--- src/rtl/program_loader_pkg.sv ---
// Shared types and constants for the boot-time program loader.
// Checksum stage is enabled with PROGRAM_LOADER_CHECKSUM_EN.
package program_loader_pkg;

    typedef enum logic [2:0] {
        IDLE,
        HDR,
        LOAD,
        CHK,
        DONE,
        ERROR
    } state_t;

    localparam int HDR_BYTES      = 2;
    localparam int BYTES_PER_WORD = 4;

endpackage

--- src/rtl/program_loader_byte_packer.sv ---
// Packs a little-endian byte stream into 32-bit words.
// Module name: byte_packer.
module byte_packer
    import program_loader_pkg::*;
(
    input  logic        clock,
    input  logic        reset,
    input  logic        clear,
    input  logic        en,
    input  logic [7:0]  data,
    output logic        word_valid,
    output logic [31:0] word
);

    logic [23:0] sh;
    logic [1:0]  idx;

    // The 4th byte completes the word straight from the input.
    assign word_valid = en && (idx == 2'(BYTES_PER_WORD - 1));
    assign word       = {data, sh};

    always_ff @(posedge clock or negedge reset) begin
        if (!reset) begin
            sh  <= '0;
            idx <= '0;
        end else if (clear) begin
            sh  <= '0;
            idx <= '0;
        end else if (en) begin
            sh  <= {data, sh[23:8]};
            idx <= idx + 2'd1;
        end
    end

endmodule

--- src/rtl/program_loader.sv ---
// Boot loader: byte stream -> instruction memory, holds CPU in reset.
// Define PROGRAM_LOADER_CHECKSUM_EN to require a trailing checksum byte.
module program_loader
    import program_loader_pkg::*;
#(
    parameter int                ADDR_W    = 64,
    parameter logic [ADDR_W-1:0] BASE_ADDR = '0,
    parameter int                MAX_WORDS = 1024
) (
    input  logic              clock,
    input  logic              reset,
    input  logic              start,
    input  logic              in_valid,
    input  logic [7:0]        in_data,
    output logic              in_ready,
    output logic              imem_we,
    output logic [ADDR_W-1:0] imem_addr,
    output logic [31:0]       imem_wdata,
    output logic              cpu_reset,
    output logic              load_done,
    output logic              load_error
);

`ifdef PROGRAM_LOADER_CHECKSUM_EN
    localparam bit CHK_EN = 1'b1;
`else
    localparam bit CHK_EN = 1'b0;
`endif

    state_t      state;
    state_t      tail;
    logic [15:0] nwords;
    logic [15:0] wcnt;
    logic [15:0] hdr;
    logic [7:0]  nlo;
    logic [7:0]  sum;
    logic        hcnt;
    logic        acc;
    logic        clear;
    logic        word_valid;
    logic [31:0] word;

    assign acc   = in_valid && in_ready;
    assign clear = start && (state == IDLE || state == DONE || state == ERROR);
    assign hdr   = {in_data, nlo};
    assign tail  = CHK_EN ? CHK : DONE;

    byte_packer u_packer (
        .clock      (clock),
        .reset      (reset),
        .clear      (clear),
        .en         (acc && state == LOAD),
        .data       (in_data),
        .word_valid (word_valid),
        .word       (word)
    );

    always_ff @(posedge clock or negedge reset) begin
        if (!reset) begin
            state      <= IDLE;
            in_ready   <= 1'b0;
            imem_we    <= 1'b0;
            imem_addr  <= BASE_ADDR;
            imem_wdata <= '0;
            cpu_reset  <= 1'b1;
            load_done  <= 1'b0;
            load_error <= 1'b0;
            nwords     <= '0;
            wcnt       <= '0;
            nlo        <= '0;
            sum        <= '0;
            hcnt       <= 1'b0;
        end else begin
            imem_we <= 1'b0;
            unique case (state)
                IDLE, ERROR: ;
                DONE: begin
                    cpu_reset <= 1'b0;
                    load_done <= 1'b1;
                end
                HDR: if (acc) begin
                    sum  <= sum + in_data;
                    nlo  <= in_data;
                    hcnt <= ~hcnt;
                    if (hcnt == 1'(HDR_BYTES - 1)) begin
                        nwords <= hdr;
                        if (hdr == 16'd0) begin
                            state    <= tail;
                            in_ready <= CHK_EN;
                        end else if (hdr > 16'(MAX_WORDS)) begin
                            state      <= ERROR;
                            in_ready   <= 1'b0;
                            load_error <= 1'b1;
                        end else begin
                            state <= LOAD;
                        end
                    end
                end
                LOAD: if (acc) begin
                    sum <= sum + in_data;
                    if (word_valid) begin
                        imem_we    <= 1'b1;
                        imem_wdata <= word;
                        imem_addr  <= BASE_ADDR + (ADDR_W'(wcnt) << 2);
                        wcnt       <= wcnt + 16'd1;
                        if (wcnt == nwords - 16'd1) begin
                            state    <= tail;
                            in_ready <= CHK_EN;
                        end
                    end
                end
                CHK: if (acc) begin
                    in_ready <= 1'b0;
                    // Sum of every byte including the checksum must be zero.
                    if (8'(sum + in_data) == 8'h00) begin
                        state <= DONE;
                    end else begin
                        state      <= ERROR;
                        load_error <= 1'b1;
                    end
                end
                default: state <= IDLE;
            endcase
            if (clear) begin
                state      <= HDR;
                in_ready   <= 1'b1;
                cpu_reset  <= 1'b1;
                load_done  <= 1'b0;
                load_error <= 1'b0;
                imem_addr  <= BASE_ADDR;
                wcnt       <= '0;
                hcnt       <= 1'b0;
                sum        <= '0;
            end
        end
    end

endmodule

--- config.mk ---
export PLATFORM = sky130hd
export DESIGN_NAME = program_loader
export DESIGN_NICKNAME = d
export VERILOG_FILES = /design/src/rtl/program_loader_pkg.sv /design/src/rtl/program_loader_byte_packer.sv /design/src/rtl/program_loader.sv
export SDC_FILE = /design/constraint.sdc
export NUM_CORES = 1
export LEC_CHECK = 0
export ABC_AREA = 1
export BUFFER_PORTS_ARGS = -buffer_cell sky130_fd_sc_hd__clkbuf_2
export CORE_MARGIN = 4
export CORE_UTILIZATION = 40
export CTS_CLUSTER_DIAMETER = 80
export CTS_CLUSTER_SIZE = 8
export DETAILED_ROUTE_END_ITERATION = 8
export PLACE_DENSITY = 0.59
export SYNTH_ARGS = -nofsm -noshare
export SYNTH_HDL_FRONTEND = slang
export SYNTH_HIERARCHICAL = 1
export SYNTH_SLANG_ARGS = --single-unit
--- constraint.sdc ---
create_clock -name clock -period 3.41 [get_ports clock]
set_clock_uncertainty 0.15 [all_clocks]
set_input_delay 0.1705 -clock clock [delete_from_list [all_inputs] [get_ports clock]]
set_output_delay 0.1705 -clock clock [all_outputs]
set_load 0.005 [all_outputs]
==> reports/qor.yml, run 1 <==
run_status: "completed"
p_int_mw: 3.35
overflow: 0
wl_per_cell_um: 13.8
setup_tns_ns: 0
clock_path_buffers: 2
nFillCells: 1687
ir_worst_vdd_mv: 0.337
gp_congestion: 0.870
register_area_um2: 3280
r2r_cells: 15
max_cap_violations: 0
synth_cell_type_count: 40
p_comb_share_pct: 26.2
slew_headroom_pct: 46.3
cts.clk_slew.worst_paths_ns: 0.06
root_buffer: "clkbuf_16"
first_pass_iters: 5
grt_pass1_vias: 5302
hold_violations: 0
yosysTopAreaCellShare_pct: 45.9
fin_nets: 948
area_growth_pct: 12.7
power_frac_seq_pct: 38.6
syn_area_um2: 7090
antenna_left: 0
power_switching_mw: 1.78
grtUsageTotal_pct: 16.7
synth_area_leaders: "dfrtp_1 46%, nand2_1 16%, buf_4 6.2%"
ys_ff_latch: 131
critical_path.max_stage_delay_ns: 0.38
critPathCaptureType: "flop"
ys_seq_area_share_pct: 46.3
grt_pass1_wl_um: 26900
swShare_pct: 34.6
stdcell_count: 1163
crit_fanout: 39
die-area_um2: 19900
yosys_warnings: 6
num_antenna_cells: 0
path_cells: "inv_2, nand2_2, nor2_4, nand2_1, inv_1, nand2_1, inv_1, inv_1, nor2_1, nand2_4, inv_2, buf_4, nand2_1, o21ai_0, nor3b_1"
critPathTopFamily: "simple AND/OR/NAND/NOR gates"
crit_path_top_delay_cell: "dfrtp_1"
dp.cells: 1122
clockPowerShare_pct: 35.2
placementRows: 48
ys.flop_type: "dfrtp_1"
port_buffers: 64
holdCritStartpoint: "start"
die_h_um: 141
min_delay_path_depth: 5
syn_area_per_cell_um2: 8.20
slew_violations: 0
grt_max_degree: 89
cts_sinks: 131
antenna_found_initial: 0
crit_type: "flop to flop"
finalCriticalPeriod_ns: 2.60
cts_inserted_buffers: 17
period_share_pct: 76.3
multi_input_area_um2: 3100
rsz0062_at_grt: "false"
path_depth: 15
crit_required_ns: 3.59
drtIter0Drc: 332
power_per_cell_area_nw_per_um2: 642
yosys.area.top_type: "dfrtp_1"
hold_class: "primary input to flop"
critPathBufInv: 6
synth_edf_count: 0
post_cts_buffers: 0
syn_inst: 865
num_vias: 5448
fmax_mhz: 384
drive_gt1_share_pct: 17.1
startpoint: "state[2]"
core_um2: 17400
ios: 113
hpwlAfterDp_um: 11400
critPathLaunchType: "flop"
initial_core_util_pct: 40.8
timing.rr.start: "state[2]"
clk_latency_ns: 0.42
viasPerCell: 4.68
htreeDepth: 4
wl_um: 16000
arrival_ns: 2.78
async_flop_share_pct: 100
drcViolationCount: 0
tightest_slew_ns: 0.805
die_x_um: 141
setup-violations-final: 0
p_leak_nw: 4.21
cts_tree: "yes"
## through the flow
step                area [um2]  utilization, %  power, mW  hold slack, ns  worst slack (ns)
floorplan                 7270               -       3.09          -0.275             0.969
global placement          7310            42.1       3.34           0.159             0.838
detailed placement        7310            42.1       3.35           0.162             0.793
CTS                       7990            46.0       5.18          0.0412             0.778
global route              7990            46.0       5.52          0.0905             0.510
finish                    7990            46.0       5.13          0.0519             0.808
## what timing repair did
| action | CTS | global route |
|---|---|---|
| resized for setup | 0 | 0 |
| endpoints found under the hold margin | 107 | 0 |
| hold buffers | 9 | 0 |
| endpoints found under the setup margin | 0 | 0 |
## power groups by stage
stage | logic, mW | registers (mW) | clock network [mW]
after floorplan | 1.14 | 1.95 | 0
after global placement | 1.34 | 2.00 | 0
after detailed placement | 1.34 | 2.01 | 0
after CTS | 1.36 | 1.98 | 1.84
after global routing | 1.58 | 2.02 | 1.92
final | 1.34 | 1.98 | 1.81
## kinds of logic (layout without fill, tap and decap cells)
family | after synthesis | in the layout | share of synthesized area, %
other | 1 | 48 | 0.0529
adder cells (fa/ha/maj) | 11 | 11 | 2.05
AND/OR/NAND/NOR | 468 | 468 | 30.5
XOR/XNOR | 24 | 24 | 2.97
AO/OA/AOI/OAI | 73 | 73 | 5.61
buffers and inverters | 157 | 183 | 12.6
flip-flops | 131 | 131 | 46.3
## worst min-delay path: stages
cell and delay (ns):
clkbuf_2 0.09, nor2_1 0.10, nor3_1 0.08, nand3_1 0.09, nand2_1 0.05
## layer usage
metal / GRT usage [%] / part of all wire [%] / vias up
met1: 24.1 / 49 / 2548
met3: 3.56 / 4.9 / 11
met2: 25.7 / 45 / 134
met5: 0 / 0 / -
met4: 3.98 / 0.79 / 0
li1: - / - / 2755
## registers in the layout, summed over array words and instances, names as in the netlist
| signal | cells |
|---|---|
| imem_wdata | 32 |
| u_packer/sh | 24 |
| imem_addr | 16 |
| nwords | 16 |
| wcnt | 16 |
| nlo | 8 |
| sum | 8 |
| state | 3 |
| u_packer/idx | 2 |
| cpu_reset | 1 |
| hcnt | 1 |
| imem_we | 1 |
| in_ready | 1 |
| load_done | 1 |
| load_error | 1 |
## final timing paths
kind                                  end  slack (ns)
hold reg to reg            u_packer/sh[0]        0.32
max in group asynchronous       cpu_reset        2.07
min in group asynchronous   imem_wdata[3]        0.25
hold / removal                   state[1]        0.05
setup / recovery                  wcnt[4]        0.81
setup reg to reg                  wcnt[4]        0.81
## synth_stat cells, types with 8 or more instances
cell type	instances
ha_1	10
xor2_1	14
buf_4	59
nand3_1	60
nor3_1	9
a21oi_1	13
nor2_1	42
xnor2_1	10
o21ai_0	44
nand3_2	21
inv_1	67
buf_2	8
buf_6	9
nand2_1	293
dfrtp_1	130
## final cells by class
cell class / count / share of cell area, %
flip-flops and latches: 131 / 41.1
well taps: 225 / 3.52
repair buffers: 78 / 5.84
clock inverters: 13 / 1.68
clock buffers: 19 / 5.67
inverters: 73 / 3.46
multi-input cells: 624 / 38.8
## cell usage in the layout, fill, tap and decap left out, drive strengths merged, types with 3 or more instances in the layout
cell and count:
ha 10, clkinv 7, buf 6, dlygate4sd3 9
nor2 56, xnor2 10, xor2 14, nand4 6
nand3b 7, nand3 81, a21oi 14, o21ai 55
clkinvlp 3, nor3 11, nand2 299, dfrtp 130
conb 48, clkbuf 82, nor4 5, inv 74
(Power assumes the default switching activity.)
==> run 2: changes to the inputs <==
--- a/config.mk
+++ b/config.mk
@@ -5,14 +5,14 @@
 export SDC_FILE = /design/constraint.sdc
 export NUM_CORES = 1
 export LEC_CHECK = 0
-export ABC_AREA = 1
+export ABC_AREA = 0
 export BUFFER_PORTS_ARGS = -buffer_cell sky130_fd_sc_hd__clkbuf_2
 export CORE_MARGIN = 4
 export CORE_UTILIZATION = 40
 export CTS_CLUSTER_DIAMETER = 80
 export CTS_CLUSTER_SIZE = 8
 export DETAILED_ROUTE_END_ITERATION = 8
-export PLACE_DENSITY = 0.59
+export PLACE_DENSITY = 0.61
 export SYNTH_ARGS = -nofsm -noshare
 export SYNTH_HDL_FRONTEND = slang
 export SYNTH_HIERARCHICAL = 1
==> constraint.sdc (replaced) <==
create_clock -name clock -period 2.3 [get_ports clock]
set_clock_uncertainty 0.15 [all_clocks]
set_input_delay 0.115 -clock clock [delete_from_list [all_inputs] [get_ports clock]]
set_output_delay 0.115 -clock clock [all_outputs]
set_load 0.005 [all_outputs]
==> reports/qor.yml, run 2 <==
wl_per_cell_um: 14.5
antenna_found_initial: 0
ys_ff_latch: 131
arrival_ns: 2.71
tightest_slew_ns: 0.580
slew_headroom_pct: 61.3
hold_violations: 0
gp_congestion: 0.895
die-area_um2: 19000
synth_top_family_by_area: "simple AND/OR/NAND/NOR gates"
grt_util_met3_pct: 4.61
viasPerCell: 4.74
die_h_um: 138
synth_area_leaders: "dfrtp_1 48%, nand2_1 8.4%, buf_4 6.2%"
yosys_warnings: 6
p_leak_nw: 4.13
fin_nets: 857
synthAdderAreaFrac_pct: 2.15
power_per_cell_area_nw_per_um2: 1030
core_um2: 16600
syn_area_per_cell_um2: 9.56
ios: 113
grt_max_degree: 58
rsz0062_at_grt: "true"
synth_edf_count: 0
syn_area_um2: 6760
yosysTopAreaCellShare_pct: 48.1
clk_latency_ns: 0.42
num_vias: 5057
crit_required_ns: 2.44
grt_use_met1_pct: 23.5
overflow: 0
critPathCaptureType: "flop"
critPathLaunchType: "flop"
run_status: "complete, but fails checks"
ys.flop_type: "dfrtp_1"
hpwlAfterDp_um: 10500
root_buffer: "clkbuf_16"
timing.final.ws_setup_ns: -0.271
fmax_mhz: 389
setup-violations-final: 3
grtUsageTotal_pct: 17.1
period_share_pct: 112
synth_xor_area_share_pct: 4.54
drive_gt1_share_pct: 27.4
htreeDepth: 4
synth_compound_area_share_pct: 7.17
drtIter0Drc: 306
drcViolationCount: 0
violations: "setup timing"
final_core_util_pct: 50.9
grt_pass1_wl_um: 25200
synthMuxAreaShare_pct: 7.54
ir_worst_vdd_mv: 0.663
async_flop_share_pct: 100
grt_busiest_layer: "met2"
synth_most_common_cell: "nand2_1"
cts_tree: "yes"
ys_top_cells_by_count: "152 x nand2_1, 130 x dfrtp_1, 61 x nor2_1"
area_growth_pct: 24.9
fin_hold_ws_ns: 0.0634
total_power_mw: 8.71
synth-simple-area-share_pct: 20.0
cts_sinks: 131
port_buffers: 64
finalCriticalPeriod_ns: 2.57
placementRows: 47
hold_class: "primary input to async pin"
clock_path_buffers: 2
largest_reg_flops: 32
final_common_cell: "nand2_1"
met2_usage_pct: 26.3
yosys.area.top_type: "dfrtp_1"
ys_seq_area_share_pct: 48.5
cts.clk_slew.worst_paths_ns: 0.06
slew_violations: 0
crit_type: "flop to flop"
final_cell_mix: "151 x nand2_1, 130 x dfrtp_1, 72 x buf_4"
antenna_left: 0
wl_um: 15400
num_antenna_cells: 0
crit_fanout: 5
first_pass_iters: 4
die_x_um: 138
initial_core_util_pct: 40.7
syn_inst: 707
cts_inserted_buffers: 17
top_regs: "imem_wdata (32), u_packer/sh (24)"
top_register: "imem_wdata"
max_cap_violations: 0
setup_tns_ns: -0.801
grt_pass1_vias: 4891
synth_cell_type_count: 61
[run 2: final cells by class]
class	count	area, um2
Clock buffer	21	460
Clock inverter	11	150
Fill cell	1575	8140
Inverter	12	47.5
Multi-Input combinational cell	518	3120
Sequential cell	131	3280
Tap cell	220	275
Timing Repair Buffer	154	1110
[run 2: kinds of logic after synthesis]
family / Yosys count
buf+inv: 105
mux: 48
fa+ha+maj: 11
xor+xnor: 35
compound gates: 80
simple gates: 296
flops: 131
other cells: 1
[run 2: final timing paths]
path                                   to  cells past startpoint            from  slack (ns)
max                              state[1]                      9       nwords[0]       -0.27
max reg2reg                      state[1]                      9       nwords[0]       -0.27
min reg2reg                imem_wdata[13]                      2  imem_wdata[13]        0.32
max in group asynchronous          nlo[2]                      3           reset        1.27
min in group clock                 sum[1]                      4      in_data[1]        0.13
min                               imem_we                      2           reset        0.06
[run 2: metrics by stage]
step                      setup WS, ns  cell area, um2  instances
after global placement          -0.317            7510       1013
after global routing            -0.353            8440       1067
after CTS                       -0.209            8300       1057
after floorplan                 -0.195            7000        754
final                           -0.271            8440       1067
after detailed placement        -0.434            7510       1013
[run 2: critical path: stages, from the launching register on]
cell	delay (ns)
dfrtp_1	0.40
inv_2	0.09
ha_4	0.15
or3b_4	0.40
o41ai_4	0.23
o211ai_1	0.18
a2111oi_2	0.36
o2111ai_2	0.18
o21ai_2	0.21
a31oi_1	0.10
[run 2: power by group]
group          switching [mW]  internal, mW  total (mW)
Sequential              0.299          2.66        2.96
Clock                    1.01          1.77        2.78
Combinational            1.46          1.51        2.97
Total                    2.77          5.94        8.71
[run 2: repair_timing]
| action | CTS | global route |
|---|---|---|
| endpoints found under the setup margin | 6 | 15 |
| setup buffers | 0 | 10 |
| endpoints found under the hold margin | 157 | 0 |
| gates resized for setup | 9 | 13 |
| cloned | 1 | 0 |
| hold buffers | 11 | 0 |
| pin swaps | 7 | 9 |
[run 2: metal layers]
metal	wire (um)	up-vias
met5	0	-
met4	265	0
met3	675	18
met2	7080	110
met1	7410	2395
li1	-	2534
